===== src/rtl/cmos_pkg.sv =====
// Shared types and helpers for the CMOS frame packer.
package cmos_pkg;

    localparam int PIX_W = 16;

    typedef enum logic [1:0] {
        SKIP   = 2'd0,
        WAIT   = 2'd1,
        ACTIVE = 2'd2,
        DROP   = 2'd3
    } state_t;

    function automatic int pix_per_word(input int out_width);
        return out_width / PIX_W;
    endfunction

endpackage


===== src/rtl/cmos_word_packer.sv =====
// Lane packer: collects 16-bit pixels into OUT_WIDTH words, lane 0 in the LSBs, zero-padded flush.
// Latency: 1 cycle from the completing pixel (or flush request) to wr_en_o.
// Backpressure: a ready word seen with fifo_full_i is discarded; the lanes restart either way.
module cmos_word_packer
    import cmos_pkg::*;
#(
    parameter int OUT_WIDTH = 64
) (
    input  logic                 clk_i,
    input  logic                 rst_n_i,
    input  logic                 clr_i,
    input  logic                 pix_vld_i,
    input  logic [PIX_W-1:0]     pix_dat_i,
    input  logic                 flush_i,
    input  logic                 fifo_full_i,
    output logic                 word_rdy_o,
    output logic                 wr_en_o,
    output logic [OUT_WIDTH-1:0] wr_data_o
);

    localparam int PPW   = pix_per_word(OUT_WIDTH);
    localparam int IDX_W = $clog2(PPW);

    logic [PPW-1:0][PIX_W-1:0] lanes_q, lanes_d, lanes_fill;
    logic [IDX_W-1:0]          idx_q, idx_d;
    logic                      wr_en_q, wr_en_d;
    logic [OUT_WIDTH-1:0]      wr_data_q, wr_data_d;
    logic                      full_rdy, flush_rdy;

    always_comb begin
        lanes_fill = lanes_q;
        if (pix_vld_i) begin
            lanes_fill[idx_q] = pix_dat_i;
        end
        full_rdy   = pix_vld_i && (idx_q == IDX_W'(PPW - 1));
        flush_rdy  = flush_i && (idx_q != '0);
        word_rdy_o = full_rdy || flush_rdy;

        lanes_d   = lanes_q;
        idx_d     = idx_q;
        wr_en_d   = 1'b0;
        wr_data_d = wr_data_q;
        if (clr_i) begin
            lanes_d = '0;
            idx_d   = '0;
        end else if (word_rdy_o) begin
            // Lanes are zeroed after every word so a later flush pads its upper lanes with zeros.
            lanes_d = '0;
            idx_d   = '0;
            if (!fifo_full_i) begin
                wr_en_d   = 1'b1;
                wr_data_d = lanes_fill;
            end
        end else if (pix_vld_i) begin
            lanes_d = lanes_fill;
            idx_d   = idx_q + 1'b1;
        end
    end

    always_ff @(posedge clk_i) begin
        if (!rst_n_i) begin
            lanes_q   <= '0;
            idx_q     <= '0;
            wr_en_q   <= 1'b0;
            wr_data_q <= '0;
        end else begin
            lanes_q   <= lanes_d;
            idx_q     <= idx_d;
            wr_en_q   <= wr_en_d;
            wr_data_q <= wr_data_d;
        end
    end

    assign wr_en_o   = wr_en_q;
    assign wr_data_o = wr_data_q;

endmodule


===== src/rtl/cmos_frame_packer.sv =====
// Frame packer: skips settling frames, packs pixels into FIFO words, flags line/frame size errors.
// Latency: 1 cycle from a word's last pixel (or href fall for a partial word) to wr_en.
// Backpressure: fifo_full on a ready word drops it, sets ovf_sticky, drops the frame; CMOS_PACKER_STATS_EN adds stats ports.
module cmos_frame_packer
    import cmos_pkg::*;
#(
    parameter int OUT_WIDTH   = 64,
    parameter int SKIP_FRAMES = 10,
    parameter int H_ACT       = 1280,
    parameter int V_ACT       = 720
) (
    input  logic                       cmos_pclk,
    input  logic                       rst_n,
    input  logic                       cmos_href_delay,
    input  logic [PIX_W-1:0]           cmos_data_delay,
    input  logic                       vsync_pulse,
    input  logic                       fifo_full,
    output logic                       wr_en,
    output logic [OUT_WIDTH-1:0]       wr_data,
    output logic                       wr_sof,
    output logic                       frame_done,
    output logic                       line_err,
    output logic                       frame_err,
    output logic                       ovf_sticky
`ifdef CMOS_PACKER_STATS_EN
    ,
    output logic [$clog2(H_ACT+2)-1:0] last_line_pix,
    output logic [$clog2(V_ACT+2)-1:0] last_frame_lines,
    output logic [15:0]                frame_cnt
`endif
);

    localparam int PIX_CNT_W  = $clog2(H_ACT + 2);
    localparam int LINE_CNT_W = $clog2(V_ACT + 2);
    localparam int SKIP_W     = (SKIP_FRAMES > 0) ? $clog2(SKIP_FRAMES + 1) : 1;
    localparam state_t RST_STATE = (SKIP_FRAMES > 0) ? SKIP : WAIT;

    state_t                state_q, state_d;
    logic [SKIP_W-1:0]     skip_cnt_q, skip_cnt_d;
    logic [PIX_CNT_W-1:0]  pix_cnt_q, pix_cnt_d;
    logic [LINE_CNT_W-1:0] line_cnt_q, line_cnt_d;
    logic                  href_dly_q, href_dly_d;
    logic                  hold_q, hold_d;
    logic                  sof_arm_q, sof_arm_d;
    logic                  ovf_q, ovf_d;
    logic                  wr_sof_q, wr_sof_d;
    logic                  frame_done_q, frame_done_d;
    logic                  line_err_q, line_err_d;
    logic                  frame_err_q, frame_err_d;
    logic                  enter;
    logic                  href_eff, pix_vld, line_end, word_rdy;

    // A line cut by vsync is ignored until href drops, so its tail never looks like a new line.
    assign href_eff   = cmos_href_delay && !hold_q;
    assign pix_vld    = (state_q == ACTIVE) && href_eff && !vsync_pulse;
    assign line_end   = (state_q == ACTIVE) && href_dly_q && !href_eff && !vsync_pulse;
    assign hold_d     = cmos_href_delay && (vsync_pulse || hold_q);
    assign href_dly_d = href_eff && !vsync_pulse;

    always_comb begin
        state_d      = state_q;
        skip_cnt_d   = skip_cnt_q;
        pix_cnt_d    = pix_cnt_q;
        line_cnt_d   = line_cnt_q;
        sof_arm_d    = sof_arm_q;
        ovf_d        = ovf_q;
        wr_sof_d     = 1'b0;
        frame_done_d = 1'b0;
        line_err_d   = 1'b0;
        frame_err_d  = 1'b0;
        enter        = 1'b0;
        case (state_q)
            SKIP: begin
                // skip_cnt counts settling frames already started; the pulse after the last one captures.
                if (vsync_pulse) begin
                    if (skip_cnt_q == SKIP_W'(SKIP_FRAMES)) begin
                        enter = 1'b1;
                    end else begin
                        skip_cnt_d = skip_cnt_q + 1'b1;
                    end
                end
            end
            WAIT, DROP: begin
                if (vsync_pulse) begin
                    enter = 1'b1;
                end
            end
            ACTIVE: begin
                if (vsync_pulse) begin
                    frame_done_d = 1'b1;
                    frame_err_d  = (line_cnt_q != LINE_CNT_W'(V_ACT));
                    enter        = 1'b1;
                end else begin
                    if (pix_vld && (pix_cnt_q != '1)) begin
                        pix_cnt_d = pix_cnt_q + 1'b1;
                    end
                    if (line_end) begin
                        if (line_cnt_q != '1) begin
                            line_cnt_d = line_cnt_q + 1'b1;
                        end
                        line_err_d = (pix_cnt_q != PIX_CNT_W'(H_ACT));
                        pix_cnt_d  = '0;
                    end
                    if (word_rdy) begin
                        if (fifo_full) begin
                            ovf_d   = 1'b1;
                            state_d = DROP;
                        end else begin
                            wr_sof_d  = sof_arm_q;
                            sof_arm_d = 1'b0;
                        end
                    end
                end
            end
            default: state_d = RST_STATE;
        endcase
        if (enter) begin
            state_d    = ACTIVE;
            pix_cnt_d  = '0;
            line_cnt_d = '0;
            sof_arm_d  = 1'b1;
        end
    end

    always_ff @(posedge cmos_pclk) begin
        if (!rst_n) begin
            state_q      <= RST_STATE;
            skip_cnt_q   <= '0;
            pix_cnt_q    <= '0;
            line_cnt_q   <= '0;
            href_dly_q   <= 1'b0;
            hold_q       <= 1'b0;
            sof_arm_q    <= 1'b0;
            ovf_q        <= 1'b0;
            wr_sof_q     <= 1'b0;
            frame_done_q <= 1'b0;
            line_err_q   <= 1'b0;
            frame_err_q  <= 1'b0;
        end else begin
            state_q      <= state_d;
            skip_cnt_q   <= skip_cnt_d;
            pix_cnt_q    <= pix_cnt_d;
            line_cnt_q   <= line_cnt_d;
            href_dly_q   <= href_dly_d;
            hold_q       <= hold_d;
            sof_arm_q    <= sof_arm_d;
            ovf_q        <= ovf_d;
            wr_sof_q     <= wr_sof_d;
            frame_done_q <= frame_done_d;
            line_err_q   <= line_err_d;
            frame_err_q  <= frame_err_d;
        end
    end

    cmos_word_packer #(
        .OUT_WIDTH (OUT_WIDTH)
    ) u_packer (
        .clk_i       (cmos_pclk),
        .rst_n_i     (rst_n),
        .clr_i       (vsync_pulse),
        .pix_vld_i   (pix_vld),
        .pix_dat_i   (cmos_data_delay),
        .flush_i     (line_end),
        .fifo_full_i (fifo_full),
        .word_rdy_o  (word_rdy),
        .wr_en_o     (wr_en),
        .wr_data_o   (wr_data)
    );

    assign wr_sof     = wr_sof_q;
    assign frame_done = frame_done_q;
    assign line_err   = line_err_q;
    assign frame_err  = frame_err_q;
    assign ovf_sticky = ovf_q;

`ifdef CMOS_PACKER_STATS_EN
    logic [PIX_CNT_W-1:0]  last_line_pix_q;
    logic [LINE_CNT_W-1:0] last_frame_lines_q;
    logic [15:0]           frame_cnt_q;
    logic                  frame_end;

    assign frame_end = (state_q == ACTIVE) && vsync_pulse;

    always_ff @(posedge cmos_pclk) begin
        if (!rst_n) begin
            last_line_pix_q    <= '0;
            last_frame_lines_q <= '0;
            frame_cnt_q        <= '0;
        end else begin
            if (line_end) begin
                last_line_pix_q <= pix_cnt_q;
            end
            if (frame_end) begin
                last_frame_lines_q <= line_cnt_q;
                frame_cnt_q        <= frame_cnt_q + 16'd1;
            end
        end
    end

    assign last_line_pix    = last_line_pix_q;
    assign last_frame_lines = last_frame_lines_q;
    assign frame_cnt        = frame_cnt_q;
`endif

endmodule


===== config.mk =====
export PLATFORM = sky130hd
export DESIGN_NAME = cmos_frame_packer
export DESIGN_NICKNAME = d
export VERILOG_FILES = /design/src/rtl/cmos_pkg.sv /design/src/rtl/cmos_word_packer.sv /design/src/rtl/cmos_frame_packer.sv
export SDC_FILE = /design/constraint.sdc
export NUM_CORES = 1
export LEC_CHECK = 0
export CORE_ASPECT_RATIO = 1.1
export CORE_MARGIN = 10
export CORE_UTILIZATION = 49
export CTS_BUF_LIST = sky130_fd_sc_hd__clkbuf_4 sky130_fd_sc_hd__clkbuf_8 sky130_fd_sc_hd__clkbuf_16
export DETAILED_ROUTE_END_ITERATION = 6
export PLACE_DENSITY = 0.76
export SLEW_MARGIN = 20
export SYNTH_ARGS = -nofsm -noshare
export SYNTH_HDL_FRONTEND = slang
export SYNTH_SLANG_ARGS = --single-unit

===== constraint.sdc =====
create_clock -name cmos_pclk -period 1.7 [get_ports cmos_pclk]
set_input_delay 0.34 -clock cmos_pclk [delete_from_list [all_inputs] [get_ports cmos_pclk]]
set_output_delay 0.34 -clock cmos_pclk [all_outputs]
set_load 0.01 [all_outputs]

==> summary.txt <==
Status - finished with violations
Violated checks - setup timing
Worst Tran Pin Value - 745 ps
R2R Setup Slk - -120 ps
Clock buffer depth - 2
Fin. Hold Viols - 0
Max IR drop VDD - 0.736 mV
Clock Pin Slew Worst Setup and Hold Paths - 60 ps
Hold Path Cell Cnt - 2
CTS tree - built
Via count - 5,366
FF-to-FF Start - state_q[0]
PD cells - 884 nW/um2
Share of cells above drive strength 1 - 23.8%
Routability Congestion - 0.845
H-tree Lvls - 4
Register Area - 3330 um2
Leak - 0.00451 uW
Initial core utilization - 50.5%
Nets@finish - 808
Wire per inst - 20.4 um
I/O pin total - 91
Setup crit end kind - flop
Pin count of the biggest net entering global routing - 68
Hold worst-path end - hold_q
Yosys cell types - 45
Root buf cell - clkbuf_16
Clock Latency Late Sink - 440 ps
DP Wirelength - 10,700 um
Congestion Overflow GR - 0
Worst EP arrival - 2140 ps
WHS - 252 ps
Port Buffers - 90
Die W - 129 um
Pwr Total - 8230 uW
Final worst slack - -117 ps
Post-synth EDFFs - 0
Synth area leaders - dfxtp_1, mux2i_1, o211a_1
Crit Path Category - reg -> reg
Vias in the first global route - 5,194
Rows - 43
Via density - 5.67
Placed Cells - 892
Post-DRT Antenna Nets - 0
Drt drc - 0
Core Box Area - 12,800 um2
Reg2Reg Depth - 7
Synth area leader - dfxtp_1
Seq/Total Area, Yosys - 51.6%
CTS Buf Count - 17
Number of diodes - 0
Max-slew headroom - 50.3%
Max Clk Rate - 0.550 GHz
First-pass GRT wire length - 26,700 um
Post-synth ARST share - 0%
Primary FF master, synth - dfxtp_1
Min cycle time layout - 1820 ps
Tcrit/Tclk final - 107%
Unrepaired setup endpoints after global routing - true
Drt first pass iters - 5
Clock Skew - 6.67 ps
GRT Util Overall - 18.6%
Worst path required time - 2020 ps
Setup TNS - -746 ps
Clock sinks - 166
Die Area - 18,100 um2
Mapped Cells - 633
Mean post-synth cell area - 10.2 um2
Post-Syn Area - 6440 um2
Fillers - 783
Hold path start - rst_n
Final setup viols - 38
Setup WS pre-CTS - -649 ps
Worst Hold Class - in -> reg
Flops & latches, synth - 166
Max Cap Viol - 0
CP Max Fanout - 8
Critical Path Start Type - flop
Syn nets - 664
Post-Route WL - 19,300 um
DR iter-0 viols - 511
Non-filler cells, final - 947
P&R area growth vs syn - 44.4%
Synth top area share - 51.6%
Pins Over Slew Limit - 0
Area of the multi-input gates - 3230 um2
Synth warn - 0
Initial antenna violation count - 0
DIE HEIGHT - 140 um
Reg2reg end - u_packer.wr_data_o[33]
==> metrics by stage <==
step,instance area [um2],utilization (%)
finish,9310,73.0
global route,9310,73.0
CTS,8660,68.0
detailed placement,7780,61.0
global placement,7780,61.0
floorplan,6480,-
==> where the power goes <==
part	internal, uW	leakage, uW	switching, uW
Combinational	111	0.00288	171
Clock	2440	0.000295	1600
Sequential	3900	0.00134	8.85
==> worst max-delay path by stage <==
stage                             end           from  slack, ps  depth (start not counted)
4_1_cts        u_packer.wr_data_o[62]     state_q[0]         -7                          7
6_report       u_packer.wr_data_o[33]     state_q[0]       -120                          7
5_1_grt        u_packer.wr_data_o[60]     state_q[0]       -140                          7
2_1_floorplan            pix_cnt_q[9]  skip_cnt_q[0]         20                          8
3_5_place_dp            line_cnt_q[5]    vsync_pulse       -650                          7
3_3_place_gp   u_packer.wr_data_o[34]    vsync_pulse       -550                          7
==> registers in the layout (all words and copies together), names as in the netlist <==
register,count
u_packer.idx_q,2
u_packer.lanes_q,64
line_cnt_q,10
u_packer.wr_en_o,1
wr_sof,1
pix_cnt_q,11
u_packer.wr_data_o,64
frame_done,1
href_dly_q,1
frame_err,1
state_q,2
skip_cnt_q,4
line_err,1
sof_arm_q,1
ovf_sticky,1
hold_q,1
==> kinds of logic (layout without fill, tap and decap cells) <==
family	Yosys count	after routing	share of synthesized area, %
AOI/OAI and AO/OA	88	88	12.5
xor gates and xnor gates	16	16	2.17
adders and majority gates	10	10	1.94
buffers and inverters	53	209	5.28
DFF	166	166	51.6
muxes	66	66	10.3
and+or+nand+nor	234	235	16.3
==> timing repair <==
| item | CTS | global route |
|---|---|---|
| resized for setup | 34 | 97 |
| setup endpoints to repair | 156 | 167 |
| hold buffers | 0 | 0 |
| gates cloned | 4 | 9 |
| setup buffers | 4 | 8 |
| pin swaps | 2 | 8 |
==> synthesized netlist by cell type (10+ instances only) <==
cell type,count
buf_4,11
buf_6,12
clkbuf_1,10
dfxtp_1,166
ha_1,10
inv_1,12
mux2i_1,66
nand2_1,83
nand3_1,12
nor2_1,93
o211a_1,66
xnor2_1,12
==> worst max-delay path, stage by stage, from the launching register on <==
cell and delay (ps):
dfxtp_2 340, nor3b_4 200, buf_6 170, and3_4 230, clkbuf_16 170, mux2i_1 340, nand2_1 110, o211a_1 140
==> per-layer routing <==
metal | wire, um | GRT usage, %
met3 | 1280 | 5.70
met2 | 9630 | 30.2
met1 | 7600 | 22.2
met4 | 803 | 7.73
met5 | 0 | 0
==> final cells by class <==
type                    count  share of cell area, %
flip-flops and latches    166                   35.8
inverters                  12                  0.484
repair buffers            165                   20.3
well taps                 157                   2.11
multi-input cells         415                   34.7
clock buffers              21                   5.09
clock inverters            11                   1.59
==> cell usage in the layout, fill, tap and decap left out, types with 5 or more instances in the layout <==
cell,Yosys,final
buf_4,11,49
clkdlybuf4s50_1,0,55
nand2_1,83,79
ha_1,10,8
nand3_1,12,10
buf_12,0,11
mux2i_2,0,22
dlygate4sd2_1,0,11
a21oi_1,6,6
nor2_1,93,86
mux2i_4,0,13
mux2i_1,66,31
nor2_2,0,7
a31oi_1,5,5
dlymetal6s2s_1,0,23
o211a_1,66,66
dfxtp_1,166,162
inv_1,12,11
xnor2_1,12,12
clkbuf_16,0,26
No activity file was read; power rests on OpenSTA's default activity.
